`src/rtl/pipe_control_unit.sv`:
```
// pipe_control_unit
//   Control and sequencing unit sitting in front of the 5-stage datapath.
//   Decodes the decode-stage opcode into the control bundle sampled by the
//   execute register, and sequences the pipeline: start-up gating, a one-cycle
//   flush after a taken branch, a fixed-length drain after HALT, and saturating
//   cycle / instruction counters.
// Ports
//   clk, reset      rising-edge clock, asynchronous active-high reset
//   start           leaves IDLE (only sampled in IDLE)
//   opcodeDP        opcode of the instruction in decode
//   enable          PC + decode-register enable
//   branchC         selects branch target into the PC mux
//   flushC          clears the execute register on the next edge
//   RegWriteC, MemWriteC, MemToRegC, immediateC, alufuncC
//                   decoded control bundle (alufunc 00 ADD, 01 SUB, 10 AND, 11 OR)
//   halted          pipeline fully drained after HALT
//   illegal_op      sticky flag: undefined opcode decoded in RUN
//   cycle_count     cycles spent in RUN/FLUSH/DRAIN (saturating)
//   instr_count     instructions issued from decode (saturating)
module pipe_control_unit #(
  parameter int CNT_W        = 16,
  parameter int DRAIN_CYCLES = 3
) (
  input  logic             clk,
  input  logic             reset,
  input  logic             start,
  input  logic [3:0]       opcodeDP,
  output logic             enable,
  output logic             branchC,
  output logic             flushC,
  output logic             RegWriteC,
  output logic             MemWriteC,
  output logic             MemToRegC,
  output logic             immediateC,
  output logic [1:0]       alufuncC,
  output logic             halted,
  output logic             illegal_op,
  output logic [CNT_W-1:0] cycle_count,
  output logic [CNT_W-1:0] instr_count
);

  localparam int DW = (DRAIN_CYCLES > 1) ? $clog2(DRAIN_CYCLES) : 1;
  localparam logic [DW-1:0]    DRAIN_LAST = DW'(DRAIN_CYCLES - 1);
  localparam logic [CNT_W-1:0] CNT_MAX    = {CNT_W{1'b1}};

  localparam logic [3:0] OP_NOP    = 4'h0;
  localparam logic [3:0] OP_ADD    = 4'h1;
  localparam logic [3:0] OP_SUB    = 4'h2;
  localparam logic [3:0] OP_AND    = 4'h3;
  localparam logic [3:0] OP_OR     = 4'h4;
  localparam logic [3:0] OP_ADDI   = 4'h5;
  localparam logic [3:0] OP_SUBI   = 4'h6;
  localparam logic [3:0] OP_LOAD   = 4'h8;
  localparam logic [3:0] OP_STORE  = 4'h9;
  localparam logic [3:0] OP_BRANCH = 4'hA;
  localparam logic [3:0] OP_HALT   = 4'hF;

  typedef enum logic [2:0] {
    IDLE   = 3'd0,
    RUN    = 3'd1,
    FLUSH  = 3'd2,
    DRAIN  = 3'd3,
    HALTED = 3'd4
  } state_t;

  state_t          state_r;
  state_t          nextState_s;
  logic [DW-1:0]   drainCnt_r;
  logic            illegalDec_s;
  logic            counting_s;

  // State register
  always_ff @(posedge clk or posedge reset) begin
    if (reset) begin
      state_r <= IDLE;
    end else begin
      state_r <= nextState_s;
    end
  end

  // Drain length counter; restarts from 0 every time DRAIN is entered
  always_ff @(posedge clk or posedge reset) begin
    if (reset) begin
      drainCnt_r <= '0;
    end else if (state_r == DRAIN) begin
      drainCnt_r <= drainCnt_r + DW'(1);
    end else begin
      drainCnt_r <= '0;
    end
  end

  // Next-state logic
  always_comb begin
    nextState_s = state_r;
    case (state_r)
      IDLE: begin
        if (start) begin
          nextState_s = RUN;
        end else begin
          nextState_s = IDLE;
        end
      end
      RUN: begin
        if (opcodeDP == OP_BRANCH) begin
          nextState_s = FLUSH;
        end else if (opcodeDP == OP_HALT) begin
          nextState_s = DRAIN;
        end else begin
          nextState_s = RUN;
        end
      end
      // The squashed wrong-path opcode is never looked at here.
      FLUSH: nextState_s = RUN;
      DRAIN: begin
        if (drainCnt_r == DRAIN_LAST) begin
          nextState_s = HALTED;
        end else begin
          nextState_s = DRAIN;
        end
      end
      HALTED:  nextState_s = HALTED;
      default: nextState_s = IDLE;
    endcase
  end

  // Output decode: zero-latency control bundle from state and opcode
  always_comb begin
    enable       = 1'b0;
    branchC      = 1'b0;
    flushC       = 1'b0;
    RegWriteC    = 1'b0;
    MemWriteC    = 1'b0;
    MemToRegC    = 1'b0;
    immediateC   = 1'b0;
    alufuncC     = 2'b00;
    illegalDec_s = 1'b0;
    case (state_r)
      RUN: begin
        enable = 1'b1;
        case (opcodeDP)
          OP_NOP: enable = 1'b1;
          OP_ADD: RegWriteC = 1'b1;
          OP_SUB: begin
            RegWriteC = 1'b1;
            alufuncC  = 2'b01;
          end
          OP_AND: begin
            RegWriteC = 1'b1;
            alufuncC  = 2'b10;
          end
          OP_OR: begin
            RegWriteC = 1'b1;
            alufuncC  = 2'b11;
          end
          OP_ADDI: begin
            RegWriteC  = 1'b1;
            immediateC = 1'b1;
          end
          OP_SUBI: begin
            RegWriteC  = 1'b1;
            immediateC = 1'b1;
            alufuncC   = 2'b01;
          end
          OP_LOAD: begin
            RegWriteC  = 1'b1;
            MemToRegC  = 1'b1;
            immediateC = 1'b1;
          end
          OP_STORE: begin
            MemWriteC  = 1'b1;
            immediateC = 1'b1;
          end
          OP_BRANCH: branchC = 1'b1;
          // Freeze PC and decode so the HALT stays put while the pipe drains.
          OP_HALT: enable = 1'b0;
          // Undefined opcodes behave as NOP but raise the sticky flag.
          default: illegalDec_s = 1'b1;
        endcase
      end
      FLUSH: begin
        enable = 1'b1;
        flushC = 1'b1;
      end
      default: enable = 1'b0;
    endcase
  end

  assign counting_s = (state_r == RUN) || (state_r == FLUSH) || (state_r == DRAIN);
  assign halted     = (state_r == HALTED);

  // Saturating counters and sticky illegal-opcode flag
  always_ff @(posedge clk or posedge reset) begin
    if (reset) begin
      cycle_count <= '0;
      instr_count <= '0;
      illegal_op  <= 1'b0;
    end else begin
      if (counting_s && (cycle_count != CNT_MAX)) begin
        cycle_count <= cycle_count + CNT_W'(1);
      end
      if ((state_r == RUN) && (opcodeDP != OP_HALT) && (instr_count != CNT_MAX)) begin
        instr_count <= instr_count + CNT_W'(1);
      end
      if (illegalDec_s) begin
        illegal_op <= 1'b1;
      end
    end
  end

endmodule

```
`config.mk`:
```
export PLATFORM = sky130hd
export DESIGN_NAME = pipe_control_unit
export DESIGN_NICKNAME = d
export VERILOG_FILES = /design/src/rtl/pipe_control_unit.sv
export SDC_FILE = /design/constraint.sdc
export NUM_CORES = 1
export LEC_CHECK = 0
export ABC_AREA = 1
export CORE_ASPECT_RATIO = 1.25
export CORE_MARGIN = 10
export CORE_UTILIZATION = 30
export CTS_BUF_LIST = sky130_fd_sc_hd__clkbuf_16
export DETAILED_ROUTE_END_ITERATION = 16
export PLACE_DENSITY = 0.54
export SLEW_MARGIN = 20
export SYNTH_ARGS = -nofsm -noshare
export SYNTH_HDL_FRONTEND = slang
export SYNTH_SLANG_ARGS = --single-unit
```
`constraint.sdc`:
```
create_clock -name clk -period 1.5 [get_ports clk]
set_clock_uncertainty 0.1 [all_clocks]
set_input_delay 0.15 -clock clk [delete_from_list [all_inputs] [get_ports clk]]
set_output_delay 0.15 -clock clk [all_outputs]
set_load 0.05 [all_outputs]
```
-- Word level (Yosys, flattened, before mapping)
Index checks and enable logic that the tools add are counted.
- register bits after elaboration: 38
- latch bits: 0
- RAM bits: 0
- memory bits (read-only): 0
- bits of input ports: 7
- output and inout port bits: 43
- memories: 0
- add/sub/neg operators: 3
- $mul: 0
- divide/modulo/power cells: 0
- $lt $le $gt $ge: 0
- eq/ne operators: 18
- shifts and indexed selects: 0
- mux-type cells: 23
- bitwise gates (word level): 0
- reductions and logical operators: 11
- operators with widths (kind ; number):
    $add 16x1->16 const B ; 2
    $ne 16x16->1 const B ; 2
    $eq 4x4->1 const B ; 4
    $mux 1 ; 15
    $pmux 3 s5 ; 1
    $eq 4x3->1 const B ; 3
    $reduce_or 11->1 ; 1
    $eq 4x2->1 const B ; 2
    $mux 2 ; 4
    $reduce_or 7->1 ; 1
    $eq 3x2->1 const B ; 2
    $pmux 2 s3 ; 1
    $eq 4x1->1 const B ; 1
    $logic_not 4->1 ; 1
    $ne 4x4->1 const B ; 1
    $reduce_or 4->1 ; 1
    $eq 3x1->1 const B ; 1
    $eq 3x3->1 const B ; 1
    $logic_and 1x1->1 ; 3
    $logic_not 3->1 ; 1
    $mux 3 ; 1
    $add 2x1->2 const B ; 1
    $eq 2x2->1 const B ; 1
    $logic_or 1x1->1 ; 2
    2 further kinds ; 2

-- Logic depth before layout (Yosys ltp)
- depth in word-level cells: 4
- gate-level depth with buffers: 10

-- Least setup slack after synthesis
OpenSTA, ideal clock, no wires.
- kind: register -> output
- start point: register state_r[0]
- end point: output enable
- arrival: 1989 ps
- required time: 1250 ps
- path slack: -739 ps
- cell stages (with the launch flop): 3
- path buffers: 0
- path through: dfrtp_1 nor3_1 or2_2
- cells in the longest elaborated chain, start to end: 2
- elaborated cells between the ends (all ways): 3
- those cells by class: 2 x eq/ne; 1 x mux
- ends and longest elaborated chain (item ; RTL line ; source):
    from (decl) ; 66 ; state_t state_r;
    from (signal assigned) ; 77 ; state_r <= nextState_s;
    $eq 3x2->1 / $eq 3x1->1 (equally long branches) ; 137 ; case (state_r)
    $pmux 1 s2 (*) ; 137 ;
    to (decl) ; 28 ; output logic enable,
Every way passes the cells marked *; elsewhere a longest branch is shown, timed or not.

-- Final worst setup path
- start point: register state_r[2]
- end point: output immediateC
- cells in the longest elaborated chain, start to end: 2
- ends and longest elaborated chain (item ; RTL line ; source):
    $eq 3x1->1 ; 137 ;
    $mux 1 ; 137 ;
    to (decl) ; 34 ; output logic immediateC,
No other way between the ends.

==> flow_summary_export.csv <==
group,metric,value,unit
status,status,"finished, violations left",
status,violations,"setup timing",
sta,worst_slack,-0.163,ns
synth,ys_seq_area_share,37.5,%
cts,htree_levels,2,
sta,finalHoldViolations,0,
critical_path,setup.worst_path.start_class,"flop",
synth,ys_top_cells_by_area,"dfrtp_1 38%, nand2_1 16%, nor2_1 6.7%",
min_path,min_path_type,"primary input to async pin",
floorplanning,core,8240,um^2
critical_path,path_buf_inv,3,
sta,report.final.slew_viol_count,0,
cts,insertion_delay,0.28,ns
grt,grt_max_degree,39,
cells_and_area,nNetsFinal,490,
grt,grt_pass1_vias,2868,
synth,synth_compound_area_share,5.53,%
cells_and_area,drive_above_1_share,54.1,%
grt,grt_use_total,12.7,%
detailed_routing,num_vias,2695,
sta,worst_pin_slew,0.317,ns
synth,syn-cell-area,2530,um^2
place,io_buffers,49,
cells_and_area,area_delta_synth_final,89.1,%
floorplanning,top_level_ports,50,
floorplanning,row_count,37,
synth,synthCells,344,
detailed_routing,drt-initial-drc-count,76,
floorplanning,die_w,102,um
pwr,p_leak,2.28,nW
synth,synth-simple-area-share,43.9,%
synth,syn_nets,354,
sta,post-route-period-util,111,%
cts,ctsRootBufferMaster,"clkbuf_16",
grt,gr-total-overflow,0,
critical_path,critPathKind,"flop to output pin",
critical_path,crit_chain,"inv_2 -> nand3_4 -> buf_6 -> nor2_4 -> nor2_2 -> o31ai_2 -> buf_12",
sta,rsz0062_at_grt,"yes",
critical_path,worst_setup_path_end_kind,"output pin",
synth,muxShareOfSynthArea,0,%
detailed_routing,avgRoutedWirePerCell,13.5,um
synth,synth_top_area_cell,"dfrtp_1",
critical_path,arrival,1.41,ns
pwr,peakVddDrop,0.000419,V
synth,synth_adder_area_share,1.48,%
cells_and_area,diodes,0,
synth,synth.avg_cell_area,7.36,um^2
critical_path,crit_slowest_cell,"dfrtp_1",
floorplanning,die_y,123,um
synth,yosys.area_share.xor_xnor,4.50,%
pwr,powerDensity,447,nW/um^2
cts,clk_path_buf_depth,2,
grt,grt_pass1_wl,12900,um
critical_path,crit_family,"buffers and inverters",
critical_path,path_max_fanout,6,
synth,synth_top_family_by_area,"simple AND/OR/NAND/NOR gates",
place,place_hpwl,5740,um
place,place_congestion,0.767,
floorplanning,dieArea,12500,um^2
sta,max_freq,601,MHz
run,max_cap_violations,0,
cts,cts_tree,"built",
pwr,total_power,2.14,mW
detailed_routing,drc,0,
synth,synth_top_area_share,37.5,%
synth,yosysUniqueCellTypes,31,
place,dpl_worst_slack,-0.317,ns
detailed_routing,wl,7810,um
detailed_routing,firstDrtPassIters,5,
synth,synth_seq_cells,38,
critical_path,critPathMaxStageDelay,0.39,ns
sta,finalSetupViolations,29,
floorplanning,start_util,30.7,%
critical_path,cp.required,1.25,ns
grt,antenna_found_initial,0,
detailed_routing,antenna_left,0,
sta,post-route-min-period,1.66,ns
detailed_routing,via_per_inst,4.66,
cts,cts_sinks,38,
cts,clk_pin_slew_worst_paths,0.06,ns
sta,relSlewSlack,78.8,%
cts,cts_made_buffers,5,
synth,ys_warn_count,0,
## worst register-to-register path, stage by stage, from the launching register on
cell and delay [ns]:
dfrtp_1 0.39, inv_2 0.09, nand3_4 0.10, buf_12 0.15, nor2_8 0.09, buf_6 0.13, o21ai_4 0.09, nand2_4 0.11
buf_12 0.16, nand2_4 0.05, nand2_2 0.05
## timing repair
action | in CTS | in global routing
endpoints found under the setup margin | 31 | 42
hold buffers | 0 | 0
gates resized for setup | 49 | 51
cloned | 1 | 0
pin swaps | 17 | 12
buffers inserted | 9 | 6
## final timing paths
kind                                         startpoint                          end  slack (ns)  cells past startpoint
min in group clk                            opcodeDP[2]       illegal_op$_DFFE_PP0P_        0.32                      4
max in group asynchronous                         reset  cycle_count[11]$_DFFE_PP0P_        0.95                      3
worst max-delay path               state_r[2]$_DFF_PP0_                   immediateC       -0.16                      7
worst min-delay path                              reset       illegal_op$_DFFE_PP0P_        0.13                      3
worst min register to register  drainCnt_r[0]$_DFF_PP0_      drainCnt_r[0]$_DFF_PP0_        0.32                      1
worst max register to register     state_r[2]$_DFF_PP0_   instr_count[6]$_DFFE_PP0P_       -0.06                     10
## stage by stage
stage	cell area (um^2)	hold slack [ns]	util, %	TNS (ns)	std cells
finish	4790	0.128	58.1	-1.86	578
floorplan	2650	0.241	-	-5.70	344
detailed placement	4220	0.313	51.2	-5.08	556
global placement	4220	0.315	51.2	-4.23	556
CTS	4590	0.143	55.7	-1.53	574
global route	4790	0.172	58.1	-4.62	578
## power by group
| part | internal [mW] | total (mW) | switching [mW] |
|---|---|---|---|
| clock network | 0.598 | 0.996 | 0.398 |
| registers | 1.03 | 1.03 | 0.00262 |
| logic | 0.0466 | 0.113 | 0.0662 |
| total | 1.67 | 2.14 | 0.467 |
## sequential cells by signal, summed over array words and instances, names as in the netlist
name         count
state_r          3
drainCnt_r       2
instr_count     16
cycle_count     16
illegal_op       1
## synth_stat cells
cell type and instances:
xnor2_1 10, o221ai_1 1, a21oi_1 1, a31oi_1 2, nor3_1 3, clkinv_1 1, nand2_4 12, nand3_2 2
dfrtp_1 38, nor2_4 2, inv_2 5, inv_1 30, a21o_1 1, buf_12 1, nand4_1 11, nand2_1 108
nand2_2 13, o21ai_0 12, ha_1 3, nor2_8 1, nand3_1 30, buf_4 1, nor2_1 45, o21ai_4 2
o31ai_1 1, or2_2 1, buf_2 1, nand3_4 1, o22ai_1 1, xor2_1 3, buf_6 1
## metal layers
metal / global-route usage [%] / part of all wire (%)
met1: 12.5 / 37
met3: 3.99 / 5.3
met2: 24.5 / 56
met5: 0 / 0
met4: 4.06 / 1.3
## area by class of cell
class	instances	area, um^2
Fill cell	710	3450
Multi-Input combinational cell	266	1730
Timing Repair Buffer	133	1680
Sequential cell	38	983
Inverter	36	145
Clock buffer	5	125
Tap cell	97	121
Clock inverter	3	11.3
## logic make-up after synthesis
logic type | Yosys count
adders and majority gates | 3
AOI/OAI and AO/OA | 21
and+or+nand+nor | 229
buffers and inverters | 40
xor gates and xnor gates | 13
DFF | 38
## layout by cell type (no fill, tap or decap), types with 6 or more instances in the layout
cell	Yosys	layout
nand2_1	108	79
buf_4	1	64
buf_12	1	49
nand2_2	13	34
inv_1	30	32
nor2_1	45	27
dfrtp_2	0	26
nand3_1	30	24
nand2_4	12	19
buf_6	1	13
dfrtp_1	38	12
nand4_1	11	11
nor2_4	2	10
xnor2_1	10	10
nor2_2	0	10
nand3_2	2	6
o21ai_0	12	6
(Power assumes the default switching activity.)
